<file path="config.mk">
export PLATFORM = sky130hd
export DESIGN_NAME = fwd_hazard_unit
export DESIGN_NICKNAME = d
export VERILOG_FILES = /design/src/rtl/fwd_hazard_unit.sv
export SDC_FILE = /design/constraint.sdc
export NUM_CORES = 1
export LEC_CHECK = 0
export ABC_AREA = 0
export BUFFER_PORTS_ARGS = -buffer_cell sky130_fd_sc_hd__buf_2
export CORE_MARGIN = 5
export CORE_UTILIZATION = 31
export CTS_CLUSTER_DIAMETER = 200
export DETAILED_ROUTE_END_ITERATION = 16
export PLACE_DENSITY = 0.51
export SLEW_MARGIN = 40
export SYNTH_ARGS = -nofsm -noshare
export SYNTH_HDL_FRONTEND = slang
export SYNTH_SLANG_ARGS = --single-unit
</file>
<file path="constraint.sdc">
create_clock -name CLK -period 2.85 [get_ports CLK]
set_input_delay 0.4275 -clock CLK [delete_from_list [all_inputs] [get_ports CLK]]
set_output_delay 0.4275 -clock CLK [all_outputs]
set_load 0.03 [all_outputs]
</file>
<file path="src/rtl/fwd_hazard_unit.sv">
// rtl/fwd_hazard_unit.sv - EX operand forwarding with load-use stall detection
// Resolves NREAD operands against NSTAGES producers; holds retired results across stalls.
module fwd_hazard_unit #(
  parameter int NREAD   = 2,
  parameter int NSTAGES = 2,
  parameter int W       = 32,
  parameter int RB      = 5,
  parameter int CW      = 16
) (
  input  logic                  CLK,
  input  logic                  RST,
  input  logic                  ex_valid,
  input  logic                  ext_stall,
  input  logic [NREAD*RB-1:0]   src_reg,
  input  logic [NREAD*W-1:0]    rf_dat,
  input  logic [NSTAGES-1:0]    prod_valid,
  input  logic [NSTAGES*RB-1:0] prod_reg,
  input  logic [NSTAGES*W-1:0]  prod_data,
  input  logic [NSTAGES-1:0]    prod_is_load,
  input  logic [NSTAGES-1:0]    prod_ready,
  output logic [NREAD*W-1:0]    opnd,
  output logic                  stall,
  output logic                  bubble,
  output logic                  state_o,
  output logic [CW-1:0]         stall_cnt
);

  localparam logic [0:0] ST_RUN       = 1'b0;
  localparam logic [0:0] ST_LOAD_WAIT = 1'b1;

  logic [0:0]       state_q, state_d;
  logic [NREAD-1:0] hold_v_q, hold_v_d;
  logic [W-1:0]     hold_d_q [NREAD];
  logic [W-1:0]     hold_d_d [NREAD];
  logic [CW-1:0]    stall_cnt_q, stall_cnt_d;

  logic [NREAD-1:0] hz, hit, cap;
  int               sel [NREAD];
  logic             hazard, held;

  always_comb begin : resolve
    opnd = rf_dat;
    hz   = '0;
    hit  = '0;
    for (int i = 0; i < NREAD; i++) begin
      sel[i] = 0;
      // Descending scan: the last match written is the youngest stage.
      if (src_reg[i*RB +: RB] != '0) begin
        for (int k = NSTAGES - 1; k >= 0; k--) begin
          if (prod_valid[k] && (prod_reg[k*RB +: RB] == src_reg[i*RB +: RB])) begin
            hit[i] = 1'b1;
            sel[i] = k;
          end
        end
      end
      if (src_reg[i*RB +: RB] == '0) begin
        opnd[i*W +: W] = '0;
      end else if (hit[i]) begin
        if (prod_is_load[sel[i]] && !prod_ready[sel[i]]) begin
          hz[i] = 1'b1;
        end else begin
          opnd[i*W +: W] = prod_data[sel[i]*W +: W];
        end
      end else if (hold_v_q[i]) begin
        opnd[i*W +: W] = hold_d_q[i];
      end
    end
  end

  assign hazard    = ex_valid && (|hz) && !RST;
  assign stall     = hazard;
  assign bubble    = hazard && !ext_stall;
  assign held      = (stall || ext_stall) && ex_valid;
  assign state_o   = state_q[0];
  assign stall_cnt = stall_cnt_q;

  always_comb begin : hold_next
    cap      = '0;
    hold_v_d = hold_v_q;
    for (int i = 0; i < NREAD; i++) begin
      hold_d_d[i] = hold_d_q[i];
      cap[i] = held && hit[i] && (sel[i] == NSTAGES - 1) &&
               (!prod_is_load[NSTAGES-1] || prod_ready[NSTAGES-1]);
      if (!held || !ex_valid) hold_v_d[i] = 1'b0;
      if (cap[i]) begin
        hold_v_d[i] = 1'b1;
        hold_d_d[i] = prod_data[(NSTAGES-1)*W +: W];
      end
    end
  end

  always_comb begin : fsm_next
    state_d = state_q;
    case (state_q)
      ST_RUN:       if (hazard)  state_d = ST_LOAD_WAIT;
      ST_LOAD_WAIT: if (!hazard) state_d = ST_RUN;
      default:      state_d = ST_RUN;
    endcase
    stall_cnt_d = stall_cnt_q;
    if (hazard && !ext_stall && (stall_cnt_q != {CW{1'b1}})) stall_cnt_d = stall_cnt_q + 1'b1;
  end

  always_ff @(posedge CLK) begin
    if (RST) begin
      state_q     <= ST_RUN;
      hold_v_q    <= '0;
      stall_cnt_q <= '0;
      for (int i = 0; i < NREAD; i++) hold_d_q[i] <= '0;
    end else begin
      state_q     <= state_d;
      hold_v_q    <= hold_v_d;
      stall_cnt_q <= stall_cnt_d;
      for (int i = 0; i < NREAD; i++) hold_d_q[i] <= hold_d_d[i];
    end
  end

endmodule

</file>
Yosys cells after proc, flatten, opt, wreduce, memory -nomap -nowiden
Memory sizes are Yosys's and may differ from the RTL's.
Cells that the tools add are included.

storage, ports and cells
  flip-flop bits (word level) = 19
  bits in latches = 0
  RAM bits = 64
  bits in read-only memories = 0
  input port bits = 158
  output and inout bits = 83
  logic and storage cells = 102
  memories = 1

operators by class
  add/sub/neg operators = 1
  multiply operators = 0
  div/mod/pow operators = 0
  magnitude comparators = 2
  equality and inequality tests = 7
  shift-type cells = 2
  mux-type cells = 49
  bitwise logic cells = 2
  reduce and logical (&&, ||, !) cells = 34

memories
  memory    depth  bits a word  rd ports  clocked after Yosys merged registers in  wr ports  RTL line  text
  hold_d_q  2      32           2         0                                        2         33        logic [W-1:0] hold_d_q [NREAD];

operators with widths
  kind                                                                           count
  32-bit two-way mux                                                             16
  64-bit by 32-bit variable part select with 32-bit output                       2
  32-bit by 2-bit equality test with 1-bit output, second input constant         2
  32-bit by 3-bit less-than comparator with 1-bit output, second input constant  2
  1-bit two-way mux                                                              33
  5-bit equality test                                                            4
  1-bit logical AND                                                              17
  16-bit by 1-bit adder with 16-bit output, second input constant                1
  16-bit != test, second input constant                                          1
  5-bit zero test                                                                2
  5-bit nonzero test                                                             2
  1-bit zero test                                                                7
  2-bit nonzero test                                                             2
  1-bit logical OR                                                               3
  1-bit OR                                                                       2
  2-bit OR reduction                                                             1

Depth between registers and ports, before layout
  depth after elaboration = 23
  depth in mapped cells = 8
  depth with buffers taken out = 7

Worst setup path before layout
Ideal clock, no wire load.

  kind = input port to output port
  start point = input prod_reg[1]
  end point = output opnd[32]
  data arrival time = 2.275 ns
  required time = 2.423 ns
  slack = 0.148 ns
  stages = 8
  buffers on the path = 2
  path through = xnor2_1 nand4_2 o21ai_1 or3_1 clkbuf_1 buf_2 a21oi_1 o21ai_1

between the ends
  cells in the longest elaborated chain, start to end = 12
  elaborated cells between the ends (all ways) = 18
  classes of those cells = eq/ne (1); shift (1); mux (13); reduce/logical (3)

ends and longest elaborated chain
  element                                                                                           RTL line  text
  from (decl)                                                                                       17        input logic [NSTAGES*RB-1:0] prod_reg,
  5-bit equality test (*)                                                                           50        if (prod_valid[k] && (prod_reg[k*RB +: RB] == src_reg[i*RB +: RB])) begin
  1-bit logical AND (*)                                                                             50
  branches (longest 8 deep; another with 64-bit by 32-bit variable part select with 32-bit output)  -
  32-bit two-way mux (*)                                                                            58        end else if (hit[i]) begin
  32-bit two-way mux (*)                                                                            56        if (src_reg[i*RB +: RB] == '0) begin
  to (decl)                                                                                         21        output logic [NREAD*W-1:0] opnd,

Mark *: on every way between the ends. The select of a mux whose other input is x is not followed.

Final worst setup path
  start point = input src_reg[3]
  end point = output opnd[18]

between the ends
  cells in the longest elaborated chain, start to end = 13
  elaborated cells between the ends (all ways) = 24
  classes of those cells = eq/ne (2); shift (1); mux (15); reduce/logical (6)

ends and longest elaborated chain
  element                                                                                            RTL line  text
  from (decl)                                                                                        14        input logic [NREAD*RB-1:0] src_reg,
  branches (longest 12 deep; another with 64-bit by 32-bit variable part select with 32-bit output)  -
  32-bit two-way mux (*)                                                                             56

Marks and branches as above.

==> results_dict.tcl <==
set metrics [dict create \
    status "completed" \
    cp-end-kind "output port" \
    synth-async-reset-ratio_pct 0 \
    wl_met2_um 13800 \
    multiInputGateArea_sq_um 4940 \
    numPortBuffers 240 \
    clock-skew-final_ns 0.0107 \
    r2r_cells 7 \
    synth_cell_type_count 53 \
    synth_top_family_by_area "compound AO/OA/AOI/OAI gates" \
    placed_cells 1455 \
    pwr-share-clk_pct 38.3 \
    synth.top_cells.by_count "nand2_1, dfxtp_1, clkbuf_1" \
    crit_path_max_fanout 16 \
    hpwlAfterDp_um 21100 \
    fin_setup_tns_ns 0 \
    switchingPower_uw 1140 \
    drv_cap 0 \
    yosys.area_share.simple_pct 26.1 \
    synthCells 952 \
    fp-row-count 54 \
    power.density_nw_per_um2 372 \
    seq_power_share_pct 33.3 \
    ys_warn_count 0 \
    cts_buffers 9 \
    nets 1351 \
    finalCritPeriodShare_pct 96.8 \
    hold_end "hold_d_q[0][16]" \
    fmax_mhz 362 \
    path_class "in -> out" \
    synthTopCellsByArea "dfxtp_1, nand2_1, mux2i_1" \
    grt_usage_pct 22.6 \
    start_util_pct 31.4 \
    slew-limit-headroom_pct 54.5 \
    vias 8056 \
    die_w_um 158 \
    routed_wl_um 29800 \
    hp-class "in -> reg" \
    cts_hold_buf 0 \
    syn_area_sq_um 6840 \
    grt_pass1_vias 7854 \
    synth_top_area_share_pct 24.3 \
    max_stage_delay_ns 0.21 \
    gp_congestion 0.816 \
    synth_edf_count 0 \
    ys_ff_latch 83 \
    grt_max_degree 59 \
    clock_sinks 83 \
    synth_top_area_cell "dfxtp_1" \
    cts.clk_slew.worst_paths_ns 0.07 \
    cp-start-kind "input port" \
    final_antenna_net_count 0 \
    htreeDepth 3 \
    gr-total-overflow 0 \
    stdcell_count 1481 \
    r2r_slack_ns 0.49 \
    die_h_um 158 \
    synth_compound_area_share_pct 29.1 \
    antenna_found_initial 7 \
    viasPerCell 5.44 \
    nFillCells 2296 \
    hold_depth 3 \
    dr.pass1.iters 5 \
    crit_family "buffers and inverters" \
    yosys-mux-area-fraction_pct 11.7 \
    maxUsedRoutingLayer "met5" \
    m1WireLength_um 13400 \
    met3_length_um 2100 \
    flow.area_growth_from_synthesis_pct 37.2 \
    swShare_pct 32.6 \
    hold_viol 0 \
    drc 0 \
    syn_nets 1111 \
    synth_most_common_cell "nand2_1" \
    drt_iter0_markers 512 \
    cp_slowest_cell "xnor2_2" \
    io_pins 241 \
    grt_pass1_wl_um 44100 \
    ir_drop_mv 0.221 \
    root_buffer "clkbuf_16" \
    power_leakage_uw 0.00400 \
    synthXorXnorAreaFrac_pct 3.00 \
    setup_violations 0 \
    reg2reg_from "stall_cnt[0]" \
    tightest_slew_ns 0.681 \
    core_sq_um 21800 \
    crit_arrival_ns 2.33 \
    cts_tree "built" \
    routedWlPerCell_um 20.2 \
    yosysSeqAreaShare_pct 24.3 \
    synthAdderAreaFrac_pct 0.183 \
    cp_cell_sequence "buf_2 -> buf_4 -> xnor2_2 -> nand4_4 -> o21ai_4 -> buf_4 -> nor3_4 -> buf_12 -> clkbuf_16 -> a22oi_1 -> o21ai_1 -> buf_2" \
    insertion_delay_ns 0.35 \
    postSynthAreaPerCell_sq_um 7.18 \
    synthFlopType "dfxtp_1" \
    layout-drive-gt1-share_pct 31.7 \
    report.final.slew_viol_count 0 \
    crit_buf_inv 6 \
    seq_area_sq_um 1660 \
    die_area_sq_um 25100 \
    cellInternalPower_uw 2350 \
    combPwrFrac_pct 28.4 \
    finalCriticalPeriod_ns 2.76 \
    min_from "prod_data[48]" \
    clock_path_buffers 2 \
    required_ns 2.42 \
    grt_setup_unrepaired "yes" \
    r2r_end "stall_cnt[14]" \
]
==> cells in the final DEF (no fill, tap or decap), types with 9 or more instances in the layout <==
cell / synthesis / routed
buf_12: 0 / 16
xor2_1: 10 / 9
a21oi_1: 74 / 74
nand2_1: 172 / 168
a22oi_1: 62 / 62
a31o_1: 61 / 61
clkbuf_16: 0 / 11
dfxtp_1: 83 / 83
nor2b_1: 15 / 14
mux2_1: 13 / 13
nand2b_1: 34 / 33
o21ai_1: 67 / 65
buf_2: 5 / 235
mux2i_1: 64 / 64
buf_4: 5 / 59
nor3_1: 73 / 70
nor2_1: 53 / 52
==> tightest hold or removal path, delay by kind of cell <==
kind | cells | cell delay [ns]
AND/OR/NAND/NOR | 1 | 0.06
buffers and inverters | 1 | 0.10
multiplexers | 1 | 0.06
==> power groups by stage <==
stage                     registers (uW)  clock network [uW]  logic (uW)
after global placement              1190                   0         950
final                               1160                1340         993
after global routing                1160                1420        1060
after floorplan                     1190                   0         553
after detailed placement            1190                   0         952
after CTS                           1160                1380         961
==> per-stage QoR <==
| step | total power, uW | worst slack (ns) | utilization, % | hold WS [ns] | area (sq um) |
|---|---|---|---|---|---|
| finish | 3490 | 0.0911 | 43.1 | 0.361 | 9380 |
| global route | 3640 | -0.0112 | 43.1 | 0.365 | 9380 |
| floorplan | 1740 | 0.148 | - | 0.435 | 6840 |
| CTS | 3500 | 0.0175 | 42.3 | 0.348 | 9200 |
| global placement | 2140 | -0.215 | 40.5 | 0.444 | 8800 |
| detailed placement | 2140 | -0.197 | 40.5 | 0.447 | 8820 |
==> flip-flops by register name, indices dropped and copies added (netlist names) <==
signal	flops
hold_v_q	2
stall_cnt	16
hold_d_q	64
state_o	1
==> worst max path at each step <==
stage / from / to / slack (ns) / depth (start not counted)
2_1_floorplan: prod_reg[1] / opnd[32] / 0.15 / 8
3_3_place_gp: prod_reg[9] / opnd[7] / -0.22 / 10
3_5_place_dp: prod_reg[9] / opnd[10] / -0.20 / 10
4_1_cts: prod_reg[3] / opnd[63] / 0.02 / 10
5_1_grt: src_reg[9] / opnd[50] / -0.01 / 9
6_report: src_reg[3] / opnd[18] / 0.09 / 12
==> layout make-up <==
cell class	count	area share, %
inverters	3	0.133
clock inverters	5	0.907
diodes	4	0.107
flip-flops and latches	83	17.7
multi-input cells	776	52.7
clock buffers	11	2.70
well taps	280	3.74
repair buffers	319	22.0
==> what timing repair did <==
item / 4_1_cts / 5_1_grt
buffers inserted: 0 / 4
pin swaps: 0 / 6
resized for setup: 10 / 22
endpoints found under the setup margin: 64 / 52
gates cloned: 0 / 2
==> routing by layer <==
metal  global-route usage (%)  up-vias
li1                         -     3930
met1                     30.2     3775
met2                     37.4      308
met3                     4.08       37
met4                     6.13        6
met5                        0        -
==> kinds of logic after synthesis <==
kind of cell / after synthesis
flops: 83
compound gates: 294
fa+ha+maj: 1
simple gates: 383
xor+xnor: 20
mux: 78
buf+inv: 93
Power figures use the tool's default switching activity.
